===== src/rtl/spi_pkg.sv =====
// Shared definitions for the SPI target: state encoding, byte width and the underrun fill byte.
package spi_pkg;

    localparam int unsigned SPI_BYTE_W = 8;
    localparam int unsigned SPI_CNT_W  = 3;

    typedef logic [SPI_BYTE_W-1:0] spi_byte_t;

    localparam logic [0:0] ST_IDLE  = 1'b0;
    localparam logic [0:0] ST_SHIFT = 1'b1;

    localparam spi_byte_t SPI_FILL_BYTE = 8'hFF;

endpackage


===== src/rtl/sync_ff.sv =====
// Depth-parametrised flop synchroniser for one asynchronous input, with a chosen reset value.
module sync_ff #(
    parameter int unsigned STAGES  = 2,
    parameter logic        RST_VAL = 1'b0
) (
    input  logic clk,
    input  logic rstn,
    input  logic i_d,
    output logic o_q
);

    logic [STAGES-1:0] r_sync;

    always_ff @(posedge clk or negedge rstn) begin
        if (!rstn) begin
            r_sync <= {STAGES{RST_VAL}};
        end else begin
            r_sync <= {r_sync[STAGES-2:0], i_d};
        end
    end

    assign o_q = r_sync[STAGES-1];

endmodule


===== src/rtl/spi_target.sv =====
// SPI mode-0 target: synchronises CS/SCK/MOSI into clk and exchanges bytes with the CPU
// through single-byte TX/RX holding registers with sticky overrun/underrun flags.
module spi_target
    import spi_pkg::*;
#(
    parameter int unsigned SYNC_STAGES = 2
) (
    input  logic                  clk,
    input  logic                  rstn,
    input  logic                  spi_cs_n,
    input  logic                  spi_sck,
    input  logic                  spi_mosi,
    output logic                  spi_miso,
    output logic                  spi_miso_oe,
    input  logic [SPI_BYTE_W-1:0] tx_data,
    input  logic                  tx_load,
    output logic                  tx_empty,
    output logic [SPI_BYTE_W-1:0] rx_data,
    output logic                  rx_valid,
    input  logic                  rx_read,
    input  logic                  clr_status,
    output logic                  overrun,
    output logic                  underrun,
    output logic                  txn_active
);

    logic w_cs_s, w_sck_s, w_mosi_s;

    // CS resets low so a CS held low through reset never looks like a falling edge.
    sync_ff #(.STAGES(SYNC_STAGES), .RST_VAL(1'b0)) u_sync_cs (
        .clk(clk), .rstn(rstn), .i_d(spi_cs_n), .o_q(w_cs_s)
    );
    sync_ff #(.STAGES(SYNC_STAGES), .RST_VAL(1'b0)) u_sync_sck (
        .clk(clk), .rstn(rstn), .i_d(spi_sck), .o_q(w_sck_s)
    );
    sync_ff #(.STAGES(SYNC_STAGES), .RST_VAL(1'b0)) u_sync_mosi (
        .clk(clk), .rstn(rstn), .i_d(spi_mosi), .o_q(w_mosi_s)
    );

    logic [0:0]            r_state, w_state_nxt;
    logic                  r_cs_d, r_sck_d;
    logic [SPI_CNT_W-1:0]  r_bit_cnt, w_bit_cnt_nxt;
    spi_byte_t             r_tx_sr, w_tx_sr_nxt;
    logic [SPI_BYTE_W-2:0] r_rx_sr, w_rx_sr_nxt;
    spi_byte_t             r_tx_hold, w_tx_hold_nxt;
    logic                  r_tx_empty, w_tx_empty_nxt;
    spi_byte_t             r_rx_data, w_rx_data_nxt;
    logic                  r_rx_valid, w_rx_valid_nxt;
    logic                  r_overrun, w_overrun_nxt;
    logic                  r_underrun, w_underrun_nxt;
    logic                  r_miso_oe, w_miso_oe_nxt;
    logic                  w_reload;
    spi_byte_t             w_rx_byte;

    logic w_cs_fall, w_cs_rise, w_sck_rise, w_sck_fall;
    assign w_cs_fall  =  r_cs_d  & ~w_cs_s;
    assign w_cs_rise  = ~r_cs_d  &  w_cs_s;
    assign w_sck_rise = ~r_sck_d &  w_sck_s;
    assign w_sck_fall =  r_sck_d & ~w_sck_s;
    assign w_rx_byte  = {r_rx_sr, w_mosi_s};

    // Next-state and datapath update; CPU strobes apply first so bus events can override them.
    always_comb begin
        w_state_nxt    = r_state;
        w_bit_cnt_nxt  = r_bit_cnt;
        w_tx_sr_nxt    = r_tx_sr;
        w_rx_sr_nxt    = r_rx_sr;
        w_tx_hold_nxt  = r_tx_hold;
        w_tx_empty_nxt = r_tx_empty;
        w_rx_data_nxt  = r_rx_data;
        w_rx_valid_nxt = r_rx_valid;
        w_overrun_nxt  = r_overrun;
        w_underrun_nxt = r_underrun;
        w_miso_oe_nxt  = r_miso_oe;
        w_reload       = 1'b0;

        if (clr_status) begin
            w_overrun_nxt  = 1'b0;
            w_underrun_nxt = 1'b0;
        end
        if (rx_read) begin
            w_rx_valid_nxt = 1'b0;
        end
        if (tx_load && r_tx_empty) begin
            w_tx_hold_nxt  = tx_data;
            w_tx_empty_nxt = 1'b0;
        end

        if (w_cs_rise) begin
            w_state_nxt   = ST_IDLE;
            w_bit_cnt_nxt = '0;
            w_rx_sr_nxt   = '0;
            w_tx_sr_nxt   = SPI_FILL_BYTE;
            w_miso_oe_nxt = 1'b0;
        end else begin
            case (r_state)
                ST_IDLE: begin
                    if (w_cs_fall) begin
                        w_state_nxt   = ST_SHIFT;
                        w_bit_cnt_nxt = '0;
                        w_miso_oe_nxt = 1'b1;
                        w_reload      = 1'b1;
                    end
                end
                ST_SHIFT: begin
                    if (w_sck_rise) begin
                        w_rx_sr_nxt   = w_rx_byte[SPI_BYTE_W-2:0];
                        w_bit_cnt_nxt = r_bit_cnt + SPI_CNT_W'(1);
                        if (r_bit_cnt == SPI_CNT_W'(7)) begin
                            if (!r_rx_valid || rx_read) begin
                                w_rx_data_nxt  = w_rx_byte;
                                w_rx_valid_nxt = 1'b1;
                            end else begin
                                w_overrun_nxt  = 1'b1;
                            end
                        end
                    end else if (w_sck_fall) begin
                        if (r_bit_cnt == '0) begin
                            w_reload = 1'b1;
                        end else begin
                            w_tx_sr_nxt = {r_tx_sr[SPI_BYTE_W-2:0], 1'b1};
                        end
                    end
                end
                default: w_state_nxt = ST_IDLE;
            endcase
        end

        // A load in the same cycle as an empty reload is kept for the following byte.
        if (w_reload) begin
            if (!r_tx_empty) begin
                w_tx_sr_nxt    = r_tx_hold;
                w_tx_empty_nxt = 1'b1;
            end else begin
                w_tx_sr_nxt    = SPI_FILL_BYTE;
                w_underrun_nxt = 1'b1;
            end
        end
    end

    always_ff @(posedge clk or negedge rstn) begin
        if (!rstn) begin
            r_state    <= ST_IDLE;
            r_cs_d     <= 1'b0;
            r_sck_d    <= 1'b0;
            r_bit_cnt  <= '0;
            r_tx_sr    <= SPI_FILL_BYTE;
            r_rx_sr    <= '0;
            r_tx_hold  <= '0;
            r_tx_empty <= 1'b1;
            r_rx_data  <= '0;
            r_rx_valid <= 1'b0;
            r_overrun  <= 1'b0;
            r_underrun <= 1'b0;
            r_miso_oe  <= 1'b0;
        end else begin
            r_state    <= w_state_nxt;
            r_cs_d     <= w_cs_s;
            r_sck_d    <= w_sck_s;
            r_bit_cnt  <= w_bit_cnt_nxt;
            r_tx_sr    <= w_tx_sr_nxt;
            r_rx_sr    <= w_rx_sr_nxt;
            r_tx_hold  <= w_tx_hold_nxt;
            r_tx_empty <= w_tx_empty_nxt;
            r_rx_data  <= w_rx_data_nxt;
            r_rx_valid <= w_rx_valid_nxt;
            r_overrun  <= w_overrun_nxt;
            r_underrun <= w_underrun_nxt;
            r_miso_oe  <= w_miso_oe_nxt;
        end
    end

    // MISO is the TX shift register MSB, which idles at 1 via the fill byte.
    assign spi_miso    = r_tx_sr[SPI_BYTE_W-1];
    assign spi_miso_oe = r_miso_oe;
    assign tx_empty    = r_tx_empty;
    assign rx_data     = r_rx_data;
    assign rx_valid    = r_rx_valid;
    assign overrun     = r_overrun;
    assign underrun    = r_underrun;
    assign txn_active  = (r_state == ST_SHIFT);

endmodule


===== config.mk =====
export PLATFORM = sky130hd
export DESIGN_NAME = spi_target
export DESIGN_NICKNAME = d
export VERILOG_FILES = /design/src/rtl/spi_pkg.sv /design/src/rtl/sync_ff.sv /design/src/rtl/spi_target.sv
export SDC_FILE = /design/constraint.sdc
export NUM_CORES = 1
export LEC_CHECK = 0
export CORE_UTILIZATION = 45
export DETAILED_ROUTE_END_ITERATION = 7
export GPL_TIMING_DRIVEN = 0
export PLACE_DENSITY = 0.69
export SETUP_SLACK_MARGIN = 0.2
export SLEW_MARGIN = 20
export SYNTH_ARGS = -nofsm -noshare
export SYNTH_HDL_FRONTEND = slang
export SYNTH_SLANG_ARGS = --single-unit

===== constraint.sdc =====
create_clock -name clk -period 2.1 [get_ports clk]
set_input_delay 0.21 -clock clk [delete_from_list [all_inputs] [get_ports clk]]
set_output_delay 0.21 -clock clk [all_outputs]
set_load 0.01 [all_outputs]

==> results of run 1 <==
## cells in the final DEF (no fill, tap or decap), types with 2 or more instances in the layout
| cell type | Yosys | routed |
|---|---|---|
| ha_1 | 5 | 5 |
| a22o_1 | 3 | 3 |
| nand2_1 | 4 | 4 |
| dfrtp_1 | 39 | 39 |
| nand2b_1 | 2 | 2 |
| nor2_1 | 16 | 16 |
| nor2b_1 | 2 | 2 |
| clkbuf_8 | 0 | 5 |
| dfstp_2 | 9 | 9 |
| a21oi_1 | 2 | 2 |
| clkdlybuf4s50_1 | 0 | 29 |
| mux2_2 | 17 | 17 |
| inv_1 | 8 | 8 |
| o221a_1 | 7 | 7 |
| buf_6 | 2 | 2 |
| buf_2 | 2 | 3 |
| nand3_1 | 7 | 7 |
| clkbuf_1 | 2 | 2 |
| nand3b_1 | 2 | 2 |
| mux2i_1 | 7 | 7 |
## what timing repair did
item | 4_1_cts | 5_1_grt
endpoints found under the hold margin | 17 | 0
hold buffers | 1 | 0
endpoints found under the setup margin | 0 | 7
resized for setup | 0 | 2
## final timing paths
kind / start / to / slack (ns) / cells past startpoint
worst max-delay path: r_cs_d / r_tx_sr[4] / 0.29 / 7
worst min-delay path: spi_sck / u_sync_sck.r_sync[0] / 0.34 / 1
worst max register to register: r_cs_d / r_tx_sr[4] / 0.29 / 7
worst min register to register: u_sync_sck.r_sync[0] / u_sync_sck.r_sync[1] / 0.35 / 0
max in group asynchronous: rstn / rx_data[7] / 1.11 / 3
min in group asynchronous: rstn / u_sync_sck.r_sync[1] / 0.46 / 2
## registers in the layout (all words and copies together), names as in the netlist, 2 cells and up
register            flops
r_tx_sr                 8
u_sync_cs.r_sync        2
u_sync_sck.r_sync       2
r_tx_hold               8
u_sync_mosi.r_sync      2
rx_data                 8
r_bit_cnt               3
r_rx_sr                 7
## final cells by class
cell class / instances / area, sq um
clock inverter: 2 / 35.0
buffer: 7 / 45.0
fill: 326 / 1630
inverter: 8 / 30.0
sequential: 48 / 1210
clock buffer: 6 / 72.6
multi-input combinational: 85 / 697
timing repair buffer: 32 / 333
tap: 50 / 62.6
## power by group
part	internal, mW	total [mW]	switching [mW]
Clock	0.353	0.644	0.291
Sequential	1.11	1.20	0.0933
Combinational	0.216	0.363	0.148
## logic make-up (layout without fill, tap and decap cells)
kind of cell               count (synthesis)  count (layout)  synth area share, %
DFF                                       48              48                 61.1
buffers and inverters                     15              55                 3.72
muxes                                     24              24                 13.2
and+or+nand+nor                           38              38                 10.7
AOI/OAI and AO/OA                         18              18                 8.14
adders and majority gates                  5               5                 3.15
## routing by layer
| metal | vias up | GRT usage [%] | wire [um] |
|---|---|---|---|
| li1 | 592 | - | - |
| met1 | 615 | 23.1 | 1630 |
| met5 | - | 0 | 0 |
| met4 | 0 | 4.95 | 0 |
| met2 | 23 | 26.8 | 1680 |
| met3 | 0 | 6.00 | 120 |
## metrics by stage
stage / instances / area, sq um / worst slack (ns) / setup TNS [ns] / utilization [%]
4_1_cts: 238 / 2490 / 0.287 / 0 / 60.4
5_1_grt: 238 / 2490 / 0.216 / 0 / 60.4
6_report: 238 / 2490 / 0.295 / 0 / 60.4
2_1_floorplan: 148 / 1980 / 0.393 / 0 / -
3_5_place_dp: 229 / 2370 / 0.309 / 0 / 57.6
3_3_place_gp: 228 / 2350 / -0.412 / -15.97 / 57.0
==> results.ini, run 1 <==
[detailed_routing]
wl_mm=3.44
vias=1230
wl_per_cell_um=14.4
drc=0
drt_iter0_markers=86
ant_nets=0
vias_per_cell=5.17
dr.pass1.iters=4

[synth]
synth_top_cell_area_share_pct=49.2
synthFlopType=dfrtp_1
synthTopCellsByCount=39 x dfrtp_1, 17 x mux2_2, 16 x nor2_1, 9 x dfstp_2, 8 x inv_1
synth_edf_count=0
ys_seq_area_share_pct=61.1
syn_area_per_cell_sq_um=13.4
synth-seq-cells=48
synth-async-reset-ratio_pct=100
synth_warnings=0
synth_area_sq_mm=0.00198
synth_cell_types=30
yosysMostFrequentCell=dfrtp_1
syn_nets=169
syn_inst=148
synthTopCellsByArea=dfrtp_1 49%, dfstp_2 12%, mux2_2 9.7%
yosys.area.top_type=dfrtp_1

[sta]
relSlewSlack_pct=57.9
tightest_slew_ns=0.632
fmax_mhz=554
hold_viol_final=0
period_needed_ns=1.81
drv_slew=0
setup_violations=0
skew_ns=0.00489
fin_crit_sh_pct=86.0
hold_slack_ns=0.344
rsz0062_at_grt=no

[worst_setup_path]
critPathMaxFanout=10
path_class=register to register
cp_cell_sequence=inv_1 > ha_1 > buf_6 > nand2b_4 > or4b_4 > buf_6 > o221a_1
cp-start-kind=register
critical_path.n_buffers_inverters=3
slowest_delay_ns=0.48
slowest_stage=or4b_4
cp.required_ns=2.32
worstSetupEndpointType=register
critical-path-top-delay-family=simple AND/OR/NAND/NOR gates
crit_top_cell=buf_6
worst_ep_arrival_time_ns=2.03

[grt]
antenna_found_initial=0
grt_max_degree=28
track_usage_pct=17.4
grt_first_pass_wirelength_mm=5.84
first_global_vias=1268
grt_overflow=0

[floorplan]
die_height_um=68.4
die_w_um=68.4
io_pins=31
row_count=23
initial_core_util_pct=48.2
die_area_sq_mm=0.00468
fp.coreArea_sq_mm=0.00412

[power]
p_leak_nw=1.16
total_power_mw=2.21
p_per_area_mw_per_mm2=889
ir_worst_vdd_uv=528

[cts]
cts.sinks=48
numCtsBuffers=5
cts_tree=yes
clockBufferDepth=2
clk_latency_ns=0.30
cts-root-buf=clkbuf_8
clk_pin_slew_worst_paths_ns=0.08
cts.htree.levels=2
postCtsSetupRepairBufs=0

[layout]
drive_gt1_share_pct=23.4
nets=208
antenna_cells=0
area_growth_pct=25.4

[outcome]
status=finished, final reports clean

[placement]
dp_hpwl_mm=2.44
portBuffers=30
gp_congestion=0.788

[run]
cap_viol_max_count=0

[worst_hold_path]
hp-class=input port to register

Power figures use the tool's default switching activity.
==> inputs of run 2 (changes only) <==
PLACE_DENSITY = 0.76   (was 0.69)
==> run 2 against run 1 <==
Fmax grew 0.19%. Clock power shrank 0.9%. Sequential share of layout area is the same. Register-to-register slack is essentially flat. Flip-flop and latch count is the same. First-iteration DRC count grew 13%. Cell count is the same.
==> results.ini, run 2 (synthesis gave the netlist of run 1 again) <==
[worst_setup_path]
cp-start-kind=register
slowest_delay_ns=0.48  ; about the same
worstSetupEndpointType=register
reg2regPathDepth=7  ; unchanged
critical_path.n_buffers_inverters=3  ; unchanged
reg2reg_from=r_cs_d
regToRegEndpoint=r_tx_sr[7]
worst_ep_arrival_time_ns=2.02  ; about the same
critPathMaxFanout=10  ; unchanged
cp_cell_sequence=inv_1 > ha_1 > buf_6 > nand2b_4 > or4b_4 > buf_6 > o221a_1
slowest_stage=or4b_4
path_class=register to register
cp.required_ns=2.32  ; about the same
reg2reg_slack_ns=0.30  ; about the same
crit_top_cell=buf_6
critical-path-top-delay-family=simple AND/OR/NAND/NOR gates

[floorplan]
initial_core_util_pct=48.2  ; unchanged
row_count=23  ; unchanged
fp.coreArea_sq_mm=0.00412  ; unchanged
io_pins=31  ; unchanged
die_area_sq_mm=0.00468  ; unchanged
die_w_um=68.4  ; unchanged
die_height_um=68.4  ; unchanged

[layout]
nets=208  ; unchanged
drive_gt1_share_pct=23.4  ; unchanged
antenna_cells=0  ; unchanged
layout_commonest_cell=dfrtp_1
final_cell_mix=39 x dfrtp_1, 29 x clkdlybuf4s50_1, 17 x mux2_2, 16 x nor2_1, 9 x dfstp_2
area_growth_pct=25.4  ; unchanged
fin_util_pct=60.4  ; unchanged
instances_no_fill=238  ; unchanged
final_cell_area_sq_mm=0.00249  ; unchanged

[grt]
grt_max_degree=32  ; +14%
track_usage_pct=16.5  ; -0.85 points
grt_first_pass_wirelength_mm=5.59  ; -4.2%
first_global_vias=1224  ; -3.5%
grt_overflow=0  ; unchanged
antenna_found_initial=0  ; unchanged

[placement]
gp_congestion=0.824  ; +4.5%
dp_hpwl_mm=2.41  ; -1.0%
placed_area_sq_mm=0.00237  ; unchanged
portBuffers=30  ; unchanged
dp.cells=229  ; unchanged

[detailed_routing]
wl_per_cell_um=14.1  ; -2.4%
vias=1269  ; +3.2%
vias_per_cell=5.33  ; +3.2%
wl_mm=3.35  ; -2.4%
drc=0  ; unchanged
ant_nets=0  ; unchanged
drt_iter0_markers=97  ; +13%
dr.pass1.iters=5  ; +1

[cts]
cts.sinks=48  ; unchanged
clockBufferDepth=2  ; unchanged
clk_pin_slew_worst_paths_ns=0.08  ; about the same
clk_latency_ns=0.30  ; about the same
numCtsBuffers=5  ; unchanged
cts_tree=yes
cts.htree.levels=2  ; unchanged
cts-root-buf=clkbuf_8

[sta]
rsz0062_at_grt=no
period_needed_ns=1.80  ; -0.00344 ns
setup_violations=0  ; unchanged
fmax_mhz=555  ; +0.19%
drv_slew=0  ; unchanged
skew_ns=0.00849  ; +0.00361 ns
hold_viol_final=0  ; unchanged
fin_crit_sh_pct=85.8  ; -0.16 points
relSlewSlack_pct=53.5  ; -4.3 points
tightest_slew_ns=0.697  ; +0.0648 ns

[run]
cap_viol_max_count=0  ; unchanged

[power]
p_per_area_mw_per_mm2=888  ; -0.13%
total_power_mw=2.21  ; -0.13%
p_leak_nw=1.16  ; unchanged
ir_worst_vdd_uv=565  ; +7.0%

[worst_hold_path]
min_to=u_sync_mosi.r_sync[0]
hp-start=spi_mosi
min_path_cells=1  ; unchanged
hp-class=input port to register

[outcome]
status=finished, final reports clean

## run 2: cell counts in the layout (fill, tap and decap cells not counted)
Identical to the previous run, type by type.
## run 2: worst max-delay path by stage
stage | start | end | slack [ns] | depth (start not counted)
after detailed placement | r_cs_d | r_tx_sr[5] | 0.31 | 7
after floorplan | r_cs_d | r_tx_sr[1] | 0.39 | 7
final | r_cs_d | r_tx_sr[7] | 0.30 | 7
after CTS | r_cs_d | r_tx_sr[7] | 0.29 | 7
after global placement | rstn | rx_data[0] | -0.42 | 1
after global routing | r_cs_d | rx_data[7] | 0.22 | 6
## run 2: repair_timing
action                                  in CTS  in global routing
endpoints found under the setup margin       0                  2
setup buffers                                0                  0
hold endpoints to repair                    21                  0
gates resized for setup                      0                  2
hold buffers                                 1                  0
## run 2: area by class of cell
cell class / instances / area (sq um)
clock buffer: 6 / 72.6
fill: 338 / 1630
tap: 50 / 62.6
sequential: 48 / 1210
inverter: 8 / 30.0
buffer: 7 / 45.0
clock inverter: 2 / 35.0
timing repair buffer: 32 / 333
multi-input combinational: 85 / 697
## run 2: stage by stage
step                hold slack (ns)  setup slack, ns  setup TNS, ns
floorplan                   -0.0856            0.393              0
global placement              0.333           -0.424         -16.46
detailed placement            0.295            0.310              0
CTS                           0.337            0.289              0
global route                  0.341            0.222              0
finish                        0.347            0.298              0
## run 2: report_power, final
part	switching [mW]	leakage (nW)	internal (mW)
clock network	0.285	0.0552	0.353
registers	0.0948	0.596	1.11
logic	0.150	0.512	0.216
## run 2: worst register-to-register path, stage by stage, from the launching register on
cell and delay, ns:
dfrtp_1 0.36, inv_1 0.05, ha_1 0.20, buf_6 0.14, nand2b_4 0.14, or4b_4 0.48
buf_6 0.15, o221a_1 0.22
## run 2: per-layer routing
layer | GRT usage, % | up-vias | wire length, um
met4 | 4.69 | 0 | 8
met1 | 21.6 | 636 | 1500
met5 | 0 | - | 0
met2 | 26.5 | 37 | 1670
met3 | 5.00 | 2 | 169
li1 | - | 594 | -
==> inputs of run 3 (changes only) <==
SYNTH_HIERARCHICAL = 1   (was unset)
==> run 3 against run 2 <==
Power is 7.8% higher. Design area is 0.86% higher. Worst hold slack worse by 0.0086 ns. Critical path type unchanged. Global-route usage is 2.4 points higher. Critical endpoint is now rx_data[1]. Combinational power is 19% higher. Die area is 0.56% higher. Utilization is 0.52 points higher.
==> results.ini, run 3 <==
[synth]
synth_cell_types=29  ; -3.3%
synthTopCellsByCount=39 x dfrtp_1, 18 x nand2_1, 17 x mux2_2, 13 x nor2_1, 10 x a21oi_1
syn_nets=184  ; +8.9%
synth_edf_count=0  ; unchanged
synth_warnings=6  ; +6
syn_area_per_cell_sq_um=12.2  ; -8.7%
synthFlopType=dfrtp_1
yosys.area.top_type=dfrtp_1
ys_seq_area_share_pct=60.8  ; -0.35 points
yosysMostFrequentCell=dfrtp_1
syn_inst=163  ; +10%
synth_area_sq_mm=0.00199  ; +0.57%
synth-seq-cells=48  ; unchanged
synthTopCellsByArea=dfrtp_1 49%, dfstp_2 12%, mux2_2 9.6%
synth_top_cell_area_share_pct=48.9  ; -0.28 points
synth-async-reset-ratio_pct=100  ; unchanged

[worst_setup_path]
cp.required_ns=2.29  ; -0.03 ns
slowest_delay_ns=0.40  ; -0.08 ns
path_class=register to register
critPathMaxFanout=8  ; -2
worst_ep_arrival_time_ns=1.83  ; -0.19 ns
regToRegEndpoint=rx_data[1]
cp-start-kind=register
reg2reg_from=u_sync_cs/r_sync[1]
slowest_stage=dfrtp_1
reg2reg_slack_ns=0.46  ; +0.17 ns
cp_cell_sequence=ha_1 > nand2b_2 > nor2b_4 > nand3_4 > mux2_2
worstSetupEndpointType=register
reg2regPathDepth=5  ; -2

[power]
pwr-share-comb_pct=18.3  ; +1.8 points
p_per_area_mw_per_mm2=949  ; +6.9%
p_switching_mw=0.615  ; +16%
clock_power_share_pct=30.3  ; +1.4 points
seqPwrFrac_pct=51.3  ; -3.3 points
p_leak_nw=1.10  ; -5.3%
ir_worst_vdd_uv=541  ; -4.3%
internal-power_mw=1.77  ; +5.2%
switching_share_pct=25.8  ; +1.9 points

[floorplan]
initial_core_util_pct=48.5  ; +0.27 points
die_height_um=68.6  ; +0.28%
fp.coreArea_sq_mm=0.00412  ; unchanged
die_area_sq_mm=0.00470  ; +0.56%
row_count=23  ; unchanged
die_w_um=68.6  ; +0.28%
io_pins=31  ; unchanged

[sta]
fmax_mhz=611  ; +10%
relSlewSlack_pct=70.2  ; +17 points
drv_slew=0  ; unchanged
skew_ns=0.00823  ; -0.000259 ns
tightest_slew_ns=0.447  ; -0.250 ns
hold_viol_final=0  ; unchanged
rsz0062_at_grt=no
fin_crit_sh_pct=77.9  ; -7.9 points
period_needed_ns=1.64  ; -0.166 ns
setup_violations=0  ; unchanged

[run]
cap_viol_max_count=0  ; unchanged

[placement]
dp.cells=244  ; +6.6%
dp_hpwl_mm=2.68  ; +11%
gp_congestion=0.762  ; -7.4%
placed_area_sq_mm=0.00237  ; +0.16%
portBuffers=30  ; unchanged

[layout]
drive_gt1_share_pct=23.2  ; -0.25 points
instances_no_fill=253  ; +6.3%
multi_input_area_sq_um=723  ; +3.8%
final-seq-area_sq_mm=0.00121  ; unchanged
fillers=336  ; -0.59%
final_cell_area_sq_mm=0.00251  ; +0.86%
area_growth_pct=25.8
nets=223  ; +7.2%
final_cell_mix=39 x dfrtp_1, 29 x clkdlybuf4s50_1, 18 x nand2_1, 17 x mux2_2, 13 x nor2_1
layout_commonest_cell=dfrtp_1
antenna_cells=0  ; unchanged
fin_util_pct=61.0  ; +0.52 points

[cts]
cts-root-buf=clkbuf_8
postCtsSetupRepairBufs=0  ; unchanged
cts_tree=yes
cts.htree.levels=2  ; unchanged
clk_latency_ns=0.31  ; about the same
numCtsBuffers=5  ; unchanged
clockBufferDepth=2  ; unchanged
clk_pin_slew_worst_paths_ns=0.08  ; about the same
cts.sinks=48  ; unchanged

[grt]
gr-max-usage-layer=met2
track_usage_pct=19.0  ; +2.4 points
use_met3_pct=5.10  ; +0.099 points
antenna_found_initial=0  ; unchanged
grt_overflow=0  ; unchanged
first_global_vias=1471  ; +20%
grtUsageMet2_pct=29.5  ; +3.1 points
met1_usage_pct=23.4  ; +1.8 points
grt_max_degree=31  ; -3.1%
grt_first_pass_wirelength_mm=6.35  ; +14%

[outcome]
status=finished, final reports clean

[worst_hold_path]
min_path_cells=1  ; unchanged
min_to=u_sync_cs/r_sync[0]
hp-class=input port to register
hp-start=spi_cs_n

[detailed_routing]
vias=1345  ; +6.0%
drc=0  ; unchanged
dr.pass1.iters=4  ; -1
vias_per_cell=5.32  ; -0.29%
wl_per_cell_um=14.6  ; +3.4%
drt_iter0_markers=45  ; -54%
wl_mm=3.68  ; +9.9%
ant_nets=0  ; unchanged

[run 3: area by class of cell]
cell class	instances	share of cell area [%]
Buffer	6	1.15
Clock buffer	7	3.84
Clock inverter	1	1.20
Inverter	8	1.20
Multi-Input combinational cell	101	28.8
Sequential cell	48	48.3
Tap cell	50	2.49
Timing Repair Buffer	32	13.0
[run 3: through the flow]
step	setup TNS, ns	worst slack (ns)	power (mW)	hold slack (ns)
2_1_floorplan	0	0.610	1.48	-0.0856
3_3_place_gp	-14.29	-0.368	1.64	0.333
3_5_place_dp	0	0.475	1.68	0.178
4_1_cts	0	0.452	2.40	0.331
5_1_grt	0	0.366	2.49	0.337
6_report	0	0.464	2.38	0.339
[run 3: kinds of logic after synthesis]
kind of cell / count (synthesis) / synth area share [%]
simple gates: 54 / 14.3
flops: 48 / 60.8
compound gates: 25 / 9.22
mux: 17 / 9.60
buf+inv: 14 / 2.95
fa+ha+maj: 5 / 3.14
[run 3: worst max-delay path by stage]
stage	depth (start not counted)	from	endpoint	slack [ns]
finish	5	u_sync_cs/r_sync[1]	rx_data[1]	0.46
global route	7	u_sync_cs/r_sync[1]	r_tx_sr[7]	0.37
CTS	5	u_sync_cs/r_sync[1]	rx_data[1]	0.45
detailed placement	5	u_sync_cs/r_sync[1]	rx_data[1]	0.48
global placement	1	rstn	rx_data[7]	-0.37
floorplan	5	u_sync_cs/r_sync[1]	rx_data[0]	0.61
[run 3: routing by layer]
metal | up-vias | share of wire (%)
li1 | 643 | -
met5 | - | 0
met3 | 9 | 3.7
met4 | 0 | 2.0
met2 | 26 | 51
met1 | 667 | 44
[run 3: what timing repair did]
action	CTS	global route
setup endpoints to repair	0	0
gates resized for setup	0	0
hold buffers	1	0
endpoints found under the hold margin	9	0
[run 3: power groups by stage]
| stage | Combinational [mW] | Sequential, mW | Clock (mW) |
|---|---|---|---|
| after floorplan | 0.270 | 1.21 | 0 |
| after global placement | 0.411 | 1.22 | 0 |
| after detailed placement | 0.437 | 1.24 | 0 |
| after CTS | 0.442 | 1.22 | 0.734 |
| after global routing | 0.483 | 1.24 | 0.764 |
| final | 0.436 | 1.22 | 0.722 |
[run 3: worst max-delay path: cells and delay by family (launching register included)]
family,cells,cell delay (ns)
and+or+nand+nor,3,0.56
DFF,1,0.40
muxes,1,0.31
adders and majority gates,1,0.24
